--- config.mk ---
export PLATFORM = sky130hd
export DESIGN_NAME = uart_receiver
export DESIGN_NICKNAME = d
export VERILOG_FILES = /design/src/rtl/uart_receiver.sv
export SDC_FILE = /design/constraint.sdc
export NUM_CORES = 1
export LEC_CHECK = 0
export ABC_AREA = 1
export CORE_ASPECT_RATIO = 1.5
export CORE_MARGIN = 1.5
export CORE_UTILIZATION = 36
export CTS_BUF_LIST = sky130_fd_sc_hd__clkbuf_16
export DETAILED_ROUTE_END_ITERATION = 12
export GPL_ROUTABILITY_DRIVEN = 0
export HOLD_SLACK_MARGIN = 0.1
export PLACE_DENSITY_LB_ADDON = 0.2
export SKIP_LAST_GASP = 1
export SYNTH_ARGS = -nofsm -noshare
export SYNTH_HDL_FRONTEND = slang
export SYNTH_SLANG_ARGS = --single-unit
--- constraint.sdc ---
create_clock -name clk_i -period 1.8 [get_ports clk_i]
set_input_delay 0.36 -clock clk_i [delete_from_list [all_inputs] [get_ports clk_i]]
set_output_delay 0.36 -clock clk_i [all_outputs]
set_load 0.005 [all_outputs]
--- src/rtl/uart_receiver.sv ---
// uart_receiver
//   Oversampling UART receiver. The asynchronous rx_i line is synchronized,
//   a falling edge starts a frame, and each bit is sampled near its middle
//   using a 16x sample_i strobe. The frame has 5-8 data bits, optional
//   even/odd parity and 1 or 2 stop bits. Each character is delivered as a
//   one-cycle valid_o pulse together with its error flags.
//
// Handshake: valid_o is a one-cycle strobe with no ready/backpressure. The
//   consumer must take data_o/parity_err_o/frame_err_o in the cycle valid_o
//   is high. They also stay unchanged until the next valid_o.
//
// Ports
//   clk_i          system clock
//   rst_n_i        asynchronous active-low reset
//   rx_i           serial line, idle high, asynchronous to clk_i
//   sample_i       16x-baud strobe, one clk_i cycle wide
//   data_bits_i    00=5, 01=6, 10=7, 11=8 data bits
//   parity_en_i    parity bit present after the data bits
//   parity_odd_i   1 = odd parity, 0 = even parity
//   stop_bits_i    0 = one stop bit, 1 = two stop bits
//   data_o         received character, right-aligned, unused MSBs zero
//   valid_o        one-cycle pulse per received character
//   parity_err_o   parity mismatch for the character in data_o
//   frame_err_o    a stop bit of that character was sampled low
//   busy_o         receiver is inside a frame
//
// The FSM state is held in state_q (type state_e) for debug visibility.

`timescale 1ns/1ps

module uart_receiver #(
  parameter int SYNC_STAGES = 2
) (
  input  logic       clk_i,
  input  logic       rst_n_i,
  input  logic       rx_i,
  input  logic       sample_i,
  input  logic [1:0] data_bits_i,
  input  logic       parity_en_i,
  input  logic       parity_odd_i,
  input  logic       stop_bits_i,
  output logic [7:0] data_o,
  output logic       valid_o,
  output logic       parity_err_o,
  output logic       frame_err_o,
  output logic       busy_o
);

  typedef enum logic [2:0] {
    S_IDLE   = 3'd0,
    S_START  = 3'd1,
    S_DATA   = 3'd2,
    S_PARITY = 3'd3,
    S_STOP   = 3'd4
  } state_e;

  state_e state_q, state_d;

  // Synchronizer and edge detection
  logic [SYNC_STAGES-1:0] sync_q;
  logic                   rx_prev_q;
  logic                   rx_s;
  logic                   fall_edge;

  // Counters
  logic [3:0] tick_q, tick_d;
  logic [2:0] bit_q, bit_d;
  logic       tick_last;

  // Frame datapath
  logic [7:0] shreg_q, shreg_d;
  logic       par_q, par_d;
  logic       perr_acc_q, perr_acc_d;
  logic       ferr_acc_q, ferr_acc_d;

  // Configuration latched at the start edge
  logic [1:0] cfg_bits_q, cfg_bits_d;
  logic       cfg_par_en_q, cfg_par_en_d;
  logic       cfg_odd_q, cfg_odd_d;
  logic       cfg_stop2_q, cfg_stop2_d;

  // Output registers
  logic [7:0] data_q, data_d;
  logic       valid_q, valid_d;
  logic       perr_q, perr_d;
  logic       ferr_q, ferr_d;

  assign rx_s      = sync_q[SYNC_STAGES-1];
  assign fall_edge = rx_prev_q & ~rx_s;
  // 16th strobe of a bit period: the sample point for data/parity/stop bits,
  // which lie a whole bit after the mid-start sample.
  assign tick_last = sample_i && (tick_q == 4'd15);

  always_ff @(posedge clk_i or negedge rst_n_i) begin
    if (!rst_n_i) begin
      sync_q       <= '1;
      rx_prev_q    <= 1'b1;
      state_q      <= S_IDLE;
      tick_q       <= 4'd0;
      bit_q        <= 3'd0;
      shreg_q      <= 8'd0;
      par_q        <= 1'b0;
      perr_acc_q   <= 1'b0;
      ferr_acc_q   <= 1'b0;
      cfg_bits_q   <= 2'd0;
      cfg_par_en_q <= 1'b0;
      cfg_odd_q    <= 1'b0;
      cfg_stop2_q  <= 1'b0;
      data_q       <= 8'd0;
      valid_q      <= 1'b0;
      perr_q       <= 1'b0;
      ferr_q       <= 1'b0;
    end else begin
      sync_q       <= {sync_q[SYNC_STAGES-2:0], rx_i};
      rx_prev_q    <= rx_s;
      state_q      <= state_d;
      tick_q       <= tick_d;
      bit_q        <= bit_d;
      shreg_q      <= shreg_d;
      par_q        <= par_d;
      perr_acc_q   <= perr_acc_d;
      ferr_acc_q   <= ferr_acc_d;
      cfg_bits_q   <= cfg_bits_d;
      cfg_par_en_q <= cfg_par_en_d;
      cfg_odd_q    <= cfg_odd_d;
      cfg_stop2_q  <= cfg_stop2_d;
      data_q       <= data_d;
      valid_q      <= valid_d;
      perr_q       <= perr_d;
      ferr_q       <= ferr_d;
    end
  end

  always_comb begin
    state_d      = state_q;
    tick_d       = tick_q;
    bit_d        = bit_q;
    shreg_d      = shreg_q;
    par_d        = par_q;
    perr_acc_d   = perr_acc_q;
    ferr_acc_d   = ferr_acc_q;
    cfg_bits_d   = cfg_bits_q;
    cfg_par_en_d = cfg_par_en_q;
    cfg_odd_d    = cfg_odd_q;
    cfg_stop2_d  = cfg_stop2_q;
    data_d       = data_q;
    valid_d      = 1'b0;
    perr_d       = perr_q;
    ferr_d       = ferr_q;

    // The strobe is ignored in IDLE, so a strobe coinciding with the start
    // edge detection does not count toward the mid-start sample.
    if (sample_i && (state_q != S_IDLE)) begin
      tick_d = tick_q + 4'd1;
    end

    unique case (state_q)
      S_IDLE: begin
        if (fall_edge) begin
          state_d      = S_START;
          tick_d       = 4'd0;
          bit_d        = 3'd0;
          shreg_d      = 8'd0;
          par_d        = 1'b0;
          perr_acc_d   = 1'b0;
          ferr_acc_d   = 1'b0;
          cfg_bits_d   = data_bits_i;
          cfg_par_en_d = parity_en_i;
          cfg_odd_d    = parity_odd_i;
          cfg_stop2_d  = stop_bits_i;
        end
      end

      S_START: begin
        if (sample_i && (tick_q == 4'd7)) begin
          tick_d  = 4'd0;
          bit_d   = 3'd0;
          // A high line at mid-start means the edge was a glitch.
          state_d = rx_s ? S_IDLE : S_DATA;
        end
      end

      S_DATA: begin
        if (tick_last) begin
          shreg_d = {rx_s, shreg_q[7:1]};
          par_d   = par_q ^ rx_s;
          // Last data bit index is N-1 = 4 + data_bits.
          if (bit_q == {1'b1, cfg_bits_q}) begin
            tick_d  = 4'd0;
            bit_d   = 3'd0;
            state_d = cfg_par_en_q ? S_PARITY : S_STOP;
          end else begin
            bit_d = bit_q + 3'd1;
          end
        end
      end

      S_PARITY: begin
        if (tick_last) begin
          perr_acc_d = ((par_q ^ rx_s) != cfg_odd_q);
          tick_d     = 4'd0;
          bit_d      = 3'd0;
          state_d    = S_STOP;
        end
      end

      S_STOP: begin
        if (tick_last) begin
          if (cfg_stop2_q && (bit_q == 3'd0)) begin
            // First of two stop bits; the tick counter wraps to 0 by itself.
            bit_d      = 3'd1;
            ferr_acc_d = ferr_acc_q | ~rx_s;
          end else begin
            // Return to IDLE mid-stop-bit so a following start edge is seen.
            state_d = S_IDLE;
            tick_d  = 4'd0;
            bit_d   = 3'd0;
            valid_d = 1'b1;
            // Right-align: shift by 8-N = 3 - data_bits = ~data_bits.
            data_d  = shreg_q >> ~cfg_bits_q;
            perr_d  = perr_acc_q;
            ferr_d  = ferr_acc_q | ~rx_s;
          end
        end
      end

      default: begin
        state_d = S_IDLE;
        tick_d  = 4'd0;
        bit_d   = 3'd0;
      end
    endcase
  end

  assign data_o       = data_q;
  assign valid_o      = valid_q;
  assign parity_err_o = perr_q;
  assign frame_err_o  = ferr_q;
  assign busy_o       = (state_q != S_IDLE);

endmodule

## Word level (Yosys, flattened, before mapping)

Cells that the tools add are included.

| word-level totals | value |
|---|---|
| logic and storage cells | 100 |
| flip-flop bits (word level) | 40 |
| bits of input ports | 9 |
| output and inout bits | 12 |

| operators by class | value |
|---|---|
| bitwise gates (word level) | 6 |
| equal/unequal tests | 16 |
| shifts and indexed selects | 1 |
| $add $sub $neg | 2 |
| multiplexer cells | 41 |
| reductions and logical operators | 17 |

Operators by type and width:

| cell | number |
|---|---|
| two-way mux 3 bit | 14 |
| two-way mux 4 bit | 8 |
| one-hot mux 3 bit (5 select lines) | 2 |
| one-hot mux 4 bit (5 select lines) | 1 |
| two-way mux 8 bit | 2 |
| != test 2 bit (second input constant) | 8 |
| one-hot mux 8 bit (2 select lines) | 1 |
| two-way mux 1 bit | 9 |
| AND reduction 3 bit | 3 |
| right shift 8 x 2 -> 8 bit | 1 |
| AND reduction 7 bit | 1 |
| == test 3 x 2 -> 1 bit (second input constant) | 2 |
| logical NOT 3 bit | 2 |
| one-hot mux 1 bit (2 select lines) | 3 |
| nonzero test 2 bit | 3 |
| AND reduction 5 bit | 1 |
| adder 4 x 1 -> 4 bit (second input constant) | 1 |
| == test 4 x 3 -> 1 bit (second input constant) | 1 |
| == test 4 bit (second input constant) | 1 |
| logical AND 1 bit | 4 |
| AND reduction 4 bit | 1 |
| adder 3 x 1 -> 3 bit (second input constant) | 1 |
| == test 3 x 1 -> 1 bit (second input constant) | 1 |
| == test 3 bit | 1 |
| 10 further kinds | 11 |

## Longest topological paths before layout

| logic depth | value |
|---|---|
| depth in word-level cells | 6 |
| depth in mapped cells | 10 |

## Least setup slack after synthesis

OpenSTA, ideal clock, no wires.

| timing path | value |
|---|---|
| path type | flip-flop to flip-flop |
| start | reg tick_q[0] |
| end | reg state_q[0] |
| arrival | 1.302 ns |
| path slack | 0.381 ns |
| path buffers | 0 |
| cell stages (with the launch flop) | 9 |
| period minus slack after synthesis | 1.419 ns |
| path through | dfrtp_1 -> ha_1 -> nand4_2 -> nand2_1 -> nand2_1 -> nor2_4 -> nand3_2 -> nand2_1 -> nand2_1 |

| on the way | value |
|---|---|
| word-level cells in the longest chain between the ends | 4 |
| elaborated cells between the ends (all ways) | 9 |
| those cells by class | eq/ne: 6; reduce/logical: 3 |

RTL lines:

| item | line | text |
|---|---|---|
| start, declared | 66 | `logic [3:0] tick_q, tick_d;` |
| start signal, assigned | 117 | `tick_q <= tick_d;` |
| == test 4 x 3 -> 1 bit or == test 4 bit (tied branches) | 175, 92 |  |
| logical AND 1 bit, on equally long branches | 175, 92 |  |
| != test 2 bit (no line) | n/a |  |
| AND reduction 7 bit (no line) (*) | n/a |  |
| end signal, assigned | 116 | `state_q <= state_d;` |
| end, declared | 57 | `state_e state_q, state_d;` |

Every way passes the cells marked *; elsewhere a longest branch is shown, timed or not.
A chain may end at the register's enable or synchronous reset.

## Final worst setup path

| timing path | value |
|---|---|
| start | reg state_q[1] |
| end | out busy_o |

| on the way | value |
|---|---|
| word-level cells in the longest chain between the ends | 1 |

RTL lines:

| item | line | text |
|---|---|---|
| nonzero test 3 bit | 239 | `assign busy_o = (state_q != S_IDLE);` |
| end, declared | 46 | `output logic busy_o` |

No other way between the ends.

==> flow_summary.json <==
{
  "totalWireLength_um": 4341,
  "fin_nets": 290,
  "cp.arrival_ns": 1.39,
  "post-place-ws_ns": -0.04202,
  "dieHeight_um": 96,
  "synth_ff_type": "dfrtp_1",
  "cts_sinks": 40,
  "cts_root_buffer": "clkbuf_16",
  "rsz0062_at_grt": "no",
  "combinationalPowerShare": 0.411,
  "fmax_mhz": 572.5,
  "worst_slack_ns": 0.05342,
  "ys_seq_area_frac": 0.4840,
  "post-route-min-period_ns": 1.747,
  "synth_warnings": 0,
  "reg2reg_to": "data_o[1]",
  "antenna_found_initial": 0,
  "synth.distinct_cells": 28,
  "max-cap-violations": 0,
  "max_slew_margin": 0.6672,
  "status": "finished clean",
  "p_switching_mw": 1.476,
  "finalHoldViolations": 0,
  "die_area_sq_mm": 0.006240,
  "critPathKind": "reg2out",
  "first_pass_iters": 4,
  "hold_class": "in2async",
  "setup_viol": 0,
  "ant_nets": 0,
  "use_met3": 0.03860,
  "required_ns": 1.44,
  "worstReg2RegStart": "bit_q[0]",
  "finalCritPeriodShare": 0.9703,
  "synthCells": 247,
  "synth_area_sq_mm": 0.002076,
  "synth-async-reset-ratio": 1.000,
  "tns_ns": 0,
  "io_pins": 21,
  "final_cell_mix": "nand2_1 (76), dfrtp_1 (36), o21ai_0 (31), inv_1 (28), clkdlybuf4s50_1 (19)",
  "row_count": 33,
  "clock_latency_ns": 0.28,
  "first_global_vias": 1691,
  "dp_hpwl_um": 3290,
  "hold_ws_ns": 0.1348,
  "num_vias": 1660,
  "vdd_drop_max_mv": 0.6388,
  "met2_usage": 0.2904,
  "swShare": 0.3745,
  "start_util": 0.3752,
  "cell_internal_pwr_mw": 2.466,
  "r2r_slack_ns": 0.20,
  "final_common_cell": "nand2_1",
  "syn_nets": 259,
  "start_kind": "flip-flop",
  "syn_area_per_cell_sq_um": 8.404,
  "yosys.area.top_type": "dfrtp_1",
  "reg2reg_depth": 9,
  "antenna_cells": 0,
  "clockBufferDepth": 2,
  "drive_above_1_share": 0.1470,
  "grt_pass1_wl_um": 7721,
  "drv_slew": 0,
  "cts_tree": "yes",
  "core_area_sq_mm": 0.005533,
  "port_buffers": 20,
  "dp_cells": 340,
  "clk_pin_slew_ns": 0.06,
  "p_leak_nw": 1.234,
  "grt-busiest-layer": "met2",
  "yosys-top-cells-area": "dfrtp_1 (45%), nand2_1 (14%), o21ai_0 (7.5%)",
  "synth_edf_count": 0,
  "seqPwrFrac": 0.340,
  "grt_max_degree": 41,
  "critPathMaxFanout": 4,
  "cts_made_buffers": 5,
  "track_usage": 0.1646,
  "tightest_slew_ns": 0.4992,
  "drt_iter0_drc": 72,
  "finClkSkew_ns": 0.002380,
  "cp-end-kind": "output pin",
  "ys_ff_latch": 40,
  "syn2layout_area_growth_pct": 23.63,
  "netlist.area_leader.share": 0.4461,
  "drc": 0,
  "viasPerCell": 4.756,
  "final_cells": 349,
  "p_clk_frac": 0.249,
  "power.total_mw": 3.942,
  "die_x_um": 65,
  "htreeDepth": 2,
  "overflow": 0,
  "met1_usage": 0.1799,
  "power_density_mw_per_mm2": 1536,
  "wl_per_cell_um": 12.44
}
==> worst max-delay path, cell delays in order (launching register included) <==
cell	delay [ns]
dfrtp_1	0.42
nor2_2	0.18
nand2_4	0.07
clkdlybuf4s50_1	0.44
==> flip-flops by register name, summed over array words and instances (netlist names), 2 cells and up <==
name and flops:
sync_q 2, state_q 3, bit_q 3, shreg_q 8
cfg_bits_q 2, data_o 8, tick_q 4
==> worst max path at each step <==
stage	startpoint	to	slack, ns	depth (start not counted)
after CTS	state_q[1]	busy_o	0.04	3
after floorplan	tick_q[0]	state_q[0]	0.38	8
after global routing	state_q[1]	busy_o	0.008	3
after global placement	sample_i	data_o[1]	0.006	7
after detailed placement	sample_i	data_o[1]	-0.04	7
final	state_q[1]	busy_o	0.05	3
==> synthesized netlist by cell type (3+ instances only) <==
master   instances
nand2_1         76
dfrtp_1         37
o21ai_0         31
inv_1           27
nand3_1         11
o21ai_1          8
a21oi_1          7
nor2_4           5
nand2_2          4
nand2_4          4
nand4_1          4
buf_2            3
dfstp_2          3
ha_1             3
inv_2            3
nor2_1           3
xnor2_1          3
xor2_1           3
==> routing by layer <==
layer	wire length, um	up-vias
li1	-	856
met1	1763	764
met2	2322	31
met3	135	9
met4	119	0
met5	0	-
==> final cells by class <==
| type | count | area, sq um |
|---|---|---|
| fillers | 563 | 2967 |
| flip-flops and latches | 40 | 1006 |
| multi-input cells | 173 | 939.7 |
| repair buffers | 27 | 247.7 |
| clock buffers | 5 | 125.1 |
| inverters | 31 | 121.4 |
| well taps | 70 | 87.58 |
| clock inverters | 3 | 38.79 |
==> metrics by stage <==
step           cell area, sq um    util
2_1_floorplan              2076       -
3_3_place_gp               2389  0.4317
3_5_place_dp               2389  0.4317
4_1_cts                    2560  0.4627
5_1_grt                    2566  0.4638
6_report                   2566  0.4638
==> power by group through the flow <==
| stage | logic, mW | clock network, mW | registers (mW) |
|---|---|---|---|
| after global routing | 1.87 | 1.05 | 1.37 |
| after global placement | 1.60 | 0 | 1.35 |
| final | 1.62 | 0.982 | 1.34 |
| after CTS | 1.65 | 1.00 | 1.34 |
| after floorplan | 1.13 | 0 | 1.32 |
| after detailed placement | 1.62 | 0 | 1.35 |
==> repair_timing <==
| action | in CTS | in global routing |
|---|---|---|
| setup endpoints to repair | 1 | 5 |
| cloned | 0 | 0 |
| pin swaps | 2 | 0 |
| gates resized for setup | 0 | 2 |
| hold buffers | 0 | 0 |
| buffers inserted | 1 | 0 |
==> cell families (layout without fill, tap and decap cells) <==
| kind of cell | Yosys count | count (layout) | share of synthesized area |
|---|---|---|---|
| simple gates | 115 | 115 | 0.2785 |
| xor+xnor | 6 | 6 | 0.02532 |
| fa+ha+maj | 3 | 3 | 0.01809 |
| compound gates | 49 | 49 | 0.1284 |
| buf+inv | 34 | 66 | 0.06570 |
| flops | 40 | 40 | 0.4840 |
(Power assumes the default switching activity.)
